## src/rtl/serial_subtractor.sv

```systemverilog
// serial_subtractor: bit-serial WIDTH-bit subtractor, one full-subtractor cell, LSB first
// Ports: clk/rst (async active-high) | start, a, b, bin: operation request and operands
//        busy: run in progress | done: one-cycle result pulse | diff, bout: result and final borrow
module serial_subtractor #(
  parameter int WIDTH = 8
) (
  input  logic             clk,
  input  logic             rst,
  input  logic             start,
  input  logic [WIDTH-1:0] a,
  input  logic [WIDTH-1:0] b,
  input  logic             bin,
  output logic             busy,
  output logic             done,
  output logic [WIDTH-1:0] diff,
  output logic             bout
);
  localparam int CW = $clog2(WIDTH + 1);
  typedef enum logic [1:0] {IDLE, RUN, DONE} state_t;
  state_t           state_q;
  logic [WIDTH-1:0] a_q, b_q, a_d, diff_q;
  logic [CW-1:0]    cnt_q;
  logic             brw_q, bout_q, busy_q, done_q, d, br;
  assign d  = a_q[0] ^ b_q[0] ^ brw_q;
  assign br = (~a_q[0] & b_q[0]) | (~(a_q[0] ^ b_q[0]) & brw_q);
  // the consumed minuend bit leaves a_q as the difference bit enters at the top,
  // so a_q doubles as the partial-result register
  assign a_d = {d, a_q[WIDTH-1:1]};
  always_ff @(posedge clk or posedge rst) begin
    if (rst) begin
      state_q <= IDLE;
      a_q     <= '0;
      b_q     <= '0;
      brw_q   <= 1'b0;
      cnt_q   <= '0;
      diff_q  <= '0;
      bout_q  <= 1'b0;
      busy_q  <= 1'b0;
      done_q  <= 1'b0;
    end else begin
      case (state_q)
        RUN: begin
          a_q   <= a_d;
          b_q   <= b_q >> 1;
          brw_q <= br;
          cnt_q <= cnt_q + CW'(1);
          if (cnt_q == CW'(WIDTH - 1)) begin
            state_q <= DONE;
            busy_q  <= 1'b0;
            done_q  <= 1'b1;
            diff_q  <= a_d;
            bout_q  <= br;
          end
        end
        default: begin
          done_q <= 1'b0;
          if (start) begin
            a_q     <= a;
            b_q     <= b;
            brw_q   <= bin;
            cnt_q   <= '0;
            state_q <= RUN;
            busy_q  <= 1'b1;
          end else begin
            state_q <= IDLE;
            busy_q  <= 1'b0;
          end
        end
      endcase
    end
  end
  assign busy = busy_q;
  assign done = done_q;
  assign diff = diff_q;
  assign bout = bout_q;
endmodule

```

## config.mk

```make
export PLATFORM = sky130hd
export DESIGN_NAME = serial_subtractor
export DESIGN_NICKNAME = d
export VERILOG_FILES = /design/src/rtl/serial_subtractor.sv
export SDC_FILE = /design/constraint.sdc
export NUM_CORES = 1
export LEC_CHECK = 0
export CORE_ASPECT_RATIO = 0.8
export CORE_MARGIN = 4
export CORE_UTILIZATION = 45
export DETAILED_ROUTE_END_ITERATION = 16
export PLACE_DENSITY = 0.72
export SLEW_MARGIN = 20
export SYNTH_ARGS = -nofsm -noshare
export SYNTH_HDL_FRONTEND = slang
export SYNTH_SLANG_ARGS = --single-unit
```

## constraint.sdc

```tcl
create_clock -name clk -period 2.35 [get_ports clk]
set_input_delay 0.235 -clock clk [delete_from_list [all_inputs] [get_ports clk]]
set_output_delay 0.235 -clock clk [all_outputs]
set_load 0.02 [all_outputs]
```

==> impl_table.tex, run 1 <==
\begin{tabular}{lr}
\hline
Metric & Value \\
\hline
\multicolumn{2}{l}{\textbf{Clock network}} \\
Clock input transition at the sequential cells of the worst setup and hold paths & 60 ps \\
Cts bufs inserted & 5 \\
Sink count of the clock tree & 32 \\
Number of hold buffers added after cts & 0 \\
Clock tree from TritonCTS & done \\
Number of gates resized after cts & 0 \\
Number of setup buffers added after CTS & 0 \\
Clk buf depth & 2 \\
Clk Latency, worst-skew pair & 280 ps \\
CTS HTree Levels & 2 \\
Root Driver & sky130\_fd\_sc\_hd\_\_clkbuf\_8 \\
\multicolumn{2}{l}{\textbf{Setup path}} \\
Reg-to-Reg End & diff[6]\$\_DFFE\_PP0P\_ \\
Family with the most delay on the worst path & buffers and inverters \\
R2R depth & 3 \\
Delay contributed by the slowest stage of the critical path & 620 ps \\
Crit end category & primary output \\
Kind of launch point of the worst setup path & flop \\
Crit Path Max Fanout & 2 \\
Critical register-to-register path startpoint & cnt\_q[0]\$\_DFFE\_PP0P\_ \\
Critical path cell sequence & clkdlybuf4s50\_1 \\
Required time of the worst setup path & approximately 2100 ps \\
Slowest cell on the critical path & sky130\_fd\_sc\_hd\_\_clkdlybuf4s50\_1 \\
Number of buffer and inverter instances along the worst setup path & 1 \\
Setup Crit Path Kind & flop to primary output \\
Data arrival time of the worst path & approximately 1300 ps \\
Minimum setup slack among reg-to-reg paths & 880 ps \\
\multicolumn{2}{l}{\textbf{Detailed routing}} \\
Drt pass-1 iters & 4 \\
Remaining antenna violation count after routing & 0 \\
Overall via count from detail\_route & between 900 and 1k \\
Remaining routing DRC violations & 0 \\
Iteration-0 DRC count of the detailed router & 42 \\
Vias per inst & $\sim$5.0 \\
Final routed wire length divided by cell count & about 14 µm \\
WL final & about 2600 µm \\
\multicolumn{2}{l}{\textbf{STA}} \\
Transition at the pin with the smallest max-transition slack & just over 400 ps \\
Highest achievable clock rate & 0.655 GHz \\
Crit share post-route & about 65\% \\
Post-layout minimum cycle time & between 1500 and 2000 ps \\
Unrepaired setup endpoints after global routing & false \\
Max\_slew headroom & around three quarters \\
Layout Skew & roughly 5.4 ps \\
Post-route setup TNS & 0 ps \\
Hold violation total from the final report & 0 \\
Count of final setup violators & 0 \\
Count of pins over their slew limit & 0 \\
\multicolumn{2}{l}{\textbf{Die}} \\
Standard-cell row count & 18 \\
Starting density of the core & a little under half \\
Die area & between 4000 and 5000 µm² \\
I/O pin count & 31 \\
Chip width & approximately 70 µm \\
Die Height & about 59 µm \\
Placeable Area & 3090 µm² \\
\multicolumn{2}{l}{\textbf{Logic synthesis}} \\
Post-synthesis mux area share & between 20 and 25\% \\
Post-synthesis net count & between 100 and 150 \\
Combinational family with the most area after synthesis & multiplexers \\
Number of synthesized flops with an enable pin & 0 \\
Proportion of synthesized flip-flops having asynchronous set or reset & 100\% \\
Cells after Synth & 121 \\
Number of synthesis warnings & 0 \\
Fraction of the mapped netlist area in compound gates & 7.83\% \\
Netlist area before placement & roughly 1500 µm² \\
Number of storage elements in the synthesis netlist & 32 \\
Dominant register cell in the synthesized netlist & sky130\_fd\_sc\_hd\_\_dfrtp\_1 \\
Average cell area after synthesis & about 12 µm² \\
Number of unique standard cell types used by synthesis & 22 \\
Register area share after synthesis & about 55\% \\
Simple-gate share of the synthesized area & $\sim$8.5\% \\
Arithmetic-cell share of the synthesized area counting full adders, half adders and majority gates & about 2.2\% \\
Post-synthesis xor/xnor area fraction & 0\% \\
\multicolumn{2}{l}{\textbf{Pwr}} \\
Static Leakage & $\sim$0.00087 µW \\
Total power divided by cell area & 1280 nW/µm² \\
Worst-case vdd ir drop & between 0.5 and 0.6 mV \\
\multicolumn{2}{l}{\textbf{Global routing}} \\
Maximum number of pins on one net before global-route repair & 43 \\
Via count of the first global-routing pass & 1,005 \\
Global-route wire length before repair & about 4600 µm \\
Initial antenna violation count & 0 \\
Congestion Overflow GR & 0 \\
GRT Overall Usage & around 14\% \\
\multicolumn{2}{l}{\textbf{Placed design}} \\
Weighted congestion at the end of routability-driven global placement & approximately 0.70 \\
Sum of net half-perimeters after detailed placement & $\sim$1800 µm \\
Cell Area, Placed & 1780 µm² \\
Buffers on Ports & 30 \\
Cell Count Post-Placement & around 190 \\
\multicolumn{2}{l}{\textbf{Run}} \\
Max-cap check violation count & 0 \\
\multicolumn{2}{l}{\textbf{Layout}} \\
Multi-input gate area in the final layout & $\sim$590 µm² \\
Number of filler cells placed in the layout & 244 \\
Inserted Diodes & 0 \\
Final non-filler cell area & around 1900 µm² \\
Fraction of final layout cells sized beyond drive strength 1 & a little over an eighth \\
Post-route non-filler standard cell count & 194 \\
Net count, final & 175 \\
Area growth from synthesis to final layout & 28.5\% \\
Sequential cell area & $\sim$800 µm² \\
Core occupancy in the finished layout & 60.5\% \\
\multicolumn{2}{l}{\textbf{Status}} \\
Run status & completed \\
\multicolumn{2}{l}{\textbf{Hold path}} \\
Path category of the worst min-delay check & primary input to async pin \\
\hline
\end{tabular}
## per-layer routing
metal | routed length (µm) | global-route usage [%] | vias up
met4 | 55 | 7.24 | 0
met3 | 172 | 4.95 | 8
li1 | - | - | 478
met5 | 0 | 0 | -
met2 | 1220 | 22.6 | 25
met1 | 1170 | 17.8 | 461
## cells in the mapped netlist, types with 2 or more instances
library cell	n	area (µm²)
sky130_fd_sc_hd__dfrtp_1	32	801
sky130_fd_sc_hd__mux2i_1	18	180
sky130_fd_sc_hd__nand2_1	18	67.6
sky130_fd_sc_hd__o21ai_0	16	80.1
sky130_fd_sc_hd__mux2_4	7	105
sky130_fd_sc_hd__inv_1	4	15.0
sky130_fd_sc_hd__buf_2	3	15.0
sky130_fd_sc_hd__clkbuf_1	3	11.3
sky130_fd_sc_hd__mux2_2	3	33.8
sky130_fd_sc_hd__nor2_1	3	11.3
sky130_fd_sc_hd__a21oi_1	2	10.0
sky130_fd_sc_hd__buf_6	2	22.5
## power breakdown
part           internal, µW  switching (µW)  leakage (µW)  total (µW)
logic                   512             493      0.000420        1010
registers               809             167      0.000400         976
clock network           238             180     0.0000455         418
## worst max path at each step
| stage | end | startpoint | depth (start not counted) |
|---|---|---|---|
| 2_1_floorplan | diff[0]$_DFFE_PP0P_ | state_q[0]$_DFFE_PP0P_ | 5 |
| 3_3_place_gp | cnt_q[0]$_DFFE_PP0P_ | start | 4 |
| 3_5_place_dp | cnt_q[0]$_DFFE_PP0P_ | start | 4 |
| 4_1_cts | done | state_q[1]$_DFFE_PP0P_ | 1 |
| 5_1_grt | done | state_q[1]$_DFFE_PP0P_ | 1 |
| 6_report | done | state_q[1]$_DFFE_PP0P_ | 1 |
## state kept, by name, indices dropped and copies added, names as in the netlist
name and cells:
a_q 8, b_q 8, diff 8, cnt_q 4
state_q 2, bout 1, brw_q 1
## final cells by class
type,instances,share of cell area [%]
Sequential cell,32,42.9
Multi-Input combinational cell,77,31.5
Timing Repair Buffer,33,17.3
Clock buffer,8,4.82
Tap cell,40,2.68
Inverter,4,0.804
## cells in the final DEF (no fill, tap or decap), drive strengths merged, types with 3 or more instances in the layout
cell type	Yosys	final
clkbuf	3	8
o21ai	16	16
clkdlybuf4s50	0	30
nand2	18	18
inv	4	4
mux2i	18	18
mux2	10	10
buf	5	3
dfrtp	32	32
nor2	3	3
## metrics by stage
step	setup WS, ps	total power [µW]	hold WS [ps]
2_1_floorplan	827	1690	351
3_3_place_gp	868	1950	460
3_5_place_dp	841	2000	467
4_1_cts	806	2430	373
5_1_grt	785	2590	416
6_report	824	2400	358
## cell families (layout without fill, tap and decap cells)
| group | after synthesis | in the layout |
|---|---|---|
| flops | 32 | 32 |
| mux | 28 | 28 |
| fa+ha+maj | 2 | 2 |
| compound gates | 21 | 21 |
| buf+inv | 12 | 45 |
| simple gates | 26 | 26 |
Note: power is estimated with default switching activity, not from simulation.
==> inputs of run 2 (changes only) <==
clock period = 1.45 ns   (was 2.35 ns; I/O delays follow)
==> run 2 against run 1 <==
Against the previous run: count of clock-buffer cells in the layout shrank 2; non-clock buffer count grew 4; highest routed layer unchanged; combinational power grew 73%; via count shrank 1.2%; setup slack lost 770 ps; clock power grew 65%; cell count grew 2.1%.
==> impl_table.tex, run 2 (synthesized netlist as in run 1, its figures left out) <==
\begin{tabular}{lr}
\hline
Metric & Value \\
\hline
\multicolumn{2}{l}{\textbf{Detailed routing}} \\
Remaining routing DRC violations & 0 \\
Iteration-0 DRC count of the detailed router & 39 \\
Overall via count from detail\_route & 960 \\
Remaining antenna violation count after routing & 0 \\
Vias per inst & 4.85 \\
WL final & approximately 2600 µm \\
Drt pass-1 iters & 4 \\
Final routed wire length divided by cell count & about 13 µm \\
\multicolumn{2}{l}{\textbf{STA}} \\
Count of final setup violators & 0 \\
Highest achievable clock rate & slightly above 0.7 GHz \\
Unrepaired setup endpoints after global routing & false \\
Hold violation total from the final report & 0 \\
Max\_slew headroom & between 70\% and 80\% \\
Count of pins over their slew limit & 0 \\
Layout Skew & about 6.8 ps \\
Transition at the pin with the smallest max-transition slack & just under 400 ps \\
Crit share post-route & between 90\% and 100\% \\
Post-layout minimum cycle time & approximately 1400 ps \\
\multicolumn{2}{l}{\textbf{Setup path}} \\
Crit Path Max Fanout & 2 \\
Family with the most delay on the worst path & buffers and inverters \\
Required time of the worst setup path & 1310 ps \\
Critical register-to-register path startpoint & cnt\_q[0]\$\_DFFE\_PP0P\_ \\
Crit end category & primary output \\
Data arrival time of the worst path & approximately 1300 ps \\
R2R depth & 3 \\
Number of buffer and inverter instances along the worst setup path & 1 \\
Setup Crit Path Kind & flop to primary output \\
Logic depth of the worst setup path including buffers & 1 \\
Kind of launch point of the worst setup path & flop \\
Delay contributed by the slowest stage of the critical path & slightly above 600 ps \\
Critical path startpoint & diff[6]\$\_DFFE\_PP0P\_ \\
Slowest cell on the critical path & sky130\_fd\_sc\_hd\_\_clkdlybuf4s50\_1 \\
Critical path cell sequence & clkdlybuf4s50\_1 \\
\multicolumn{2}{l}{\textbf{Global routing}} \\
Global-route wire length before repair & 4630 µm \\
Initial antenna violation count & 0 \\
Congestion Overflow GR & 0 \\
GRT Overall Usage & 14.5\% \\
Via count of the first global-routing pass & $\sim$1.0k \\
Maximum number of pins on one net before global-route repair & 33 \\
\multicolumn{2}{l}{\textbf{Placed design}} \\
Buffers on Ports & 30 \\
Sum of net half-perimeters after detailed placement & between 1500 and 2000 µm \\
Weighted congestion at the end of routability-driven global placement & 0.718 \\
Cell Area, Placed & between 1500 and 2000 µm² \\
\multicolumn{2}{l}{\textbf{Pwr}} \\
Internal power component & between 2000 and 3000 µW \\
Clk network pwr share & around 17\% \\
Total power divided by cell area & around 2100 nW/µm² \\
Proportion of power drawn by flip-flops and latches & between 30\% and 40\% \\
Power, Total & roughly 4000 µW \\
Switching component of the power & 1410 µW \\
Worst-case vdd ir drop & $\sim$0.92 mV \\
Static Leakage & 0.000925 µW \\
Switching Fraction & 35.1\% \\
Logic pwr share & around 44\% \\
\multicolumn{2}{l}{\textbf{Clock network}} \\
Root Driver & sky130\_fd\_sc\_hd\_\_clkbuf\_8 \\
Number of hold buffers added after cts & 0 \\
Cts bufs inserted & 5 \\
Clock input transition at the sequential cells of the worst setup and hold paths & roughly 70 ps \\
Clk buf depth & 2 \\
Clock tree from TritonCTS & done \\
Clk Latency, worst-skew pair & about 280 ps \\
Sink count of the clock tree & 32 \\
CTS HTree Levels & 2 \\
\multicolumn{2}{l}{\textbf{Die}} \\
Starting density of the core & around 47\% \\
Placeable Area & 3090 µm² \\
Standard-cell row count & 18 \\
Die Height & 58.8 µm \\
I/O pin count & 31 \\
Die area & approximately 4200 µm² \\
Chip width & about 72 µm \\
\multicolumn{2}{l}{\textbf{Layout}} \\
Fraction of final layout cells sized beyond drive strength 1 & 19.0\% \\
Net count, final & 179 \\
Inserted Diodes & 0 \\
Area growth from synthesis to final layout & 32.5\% \\
Multi-input gate area in the final layout & roughly 600 µm² \\
Sequential cell area & approximately 800 µm² \\
Most frequent cells in the layout & 30 x sky130\_fd\_sc\_hd\_\_dfrtp\_1, 28 x sky130\_fd\_sc\_hd\_\_clkdlybuf4s50\_1, 18 x sky130\_fd\_sc\_hd\_\_mux2i\_1, 18 x sky130\_fd\_sc\_hd\_\_nand2\_1, 16 x sky130\_fd\_sc\_hd\_\_o21ai\_0 \\
Final non-filler cell area & approximately 1900 µm² \\
Most common library cell in the layout ignoring fill and taps & sky130\_fd\_sc\_hd\_\_dfrtp\_1 \\
Number of filler cells placed in the layout & $\sim$240 \\
Core occupancy in the finished layout & 62.4\% \\
\multicolumn{2}{l}{\textbf{Status}} \\
Run status & completed \\
\multicolumn{2}{l}{\textbf{Run}} \\
Max-cap check violation count & 0 \\
\multicolumn{2}{l}{\textbf{Hold path}} \\
Path category of the worst min-delay check & primary input to async pin \\
\hline
\end{tabular}
## run 2: path summary, 6_finish.rpt
| kind | endpoint | slack, ps |
|---|---|---|
| max in group asynchronous | state_q[0]$_DFFE_PP0P_ | 890 |
| worst max register to register | diff[1]$_DFFE_PP0P_ | 60 |
| worst min-delay path | diff[5]$_DFFE_PP0P_ | 260 |
| min in group clk | b_q[7]$_DFFE_PP0P_ | 480 |
| worst max-delay path | diff[6] | 50 |
| worst min register to register | b_q[1]$_DFFE_PP0P_ | 480 |
## run 2: cell type report
cell class / instances / area share (%)
timing repair buffer: 37 / 19.2
multi-input combinational: 77 / 30.9
clock buffer: 6 / 4.29
clock inverter: 2 / 0.519
tap: 40 / 2.60
sequential: 32 / 41.7
inverter: 4 / 0.779
## run 2: power by group through the flow
stage	Clock (µW)	Sequential, µW	Combinational [µW]
3_3_place_gp	0	1570	1680
5_1_grt	749	1630	1950
2_1_floorplan	0	1700	1050
3_5_place_dp	0	1590	1750
4_1_cts	707	1570	1760
6_report	688	1570	1750
## run 2: metal layers
metal | wire, µm | GRT usage [%] | share of wire (%)
met1 | 1190 | 17.5 | 45
met2 | 1210 | 23.4 | 46
met3 | 195 | 6.31 | 7.4
met4 | 25 | 4.83 | 0.95
met5 | 0 | 0 | 0
## run 2: timing repair
item,4_1_cts,5_1_grt
buffers inserted,0,1
endpoints found under the setup margin,0,3
gates resized for setup,0,4
## run 2: per-stage QoR
step           setup TNS, ps  hold WS (ps)  setup slack, ps  std cells
2_1_floorplan          -90.4           261            -12.9        121
3_3_place_gp               0           464             73.5        189
3_5_place_dp               0           475             20.0        189
4_1_cts                    0           274             12.5        197
5_1_grt                    0           306             4.42        198
6_report                   0           259             50.4        198
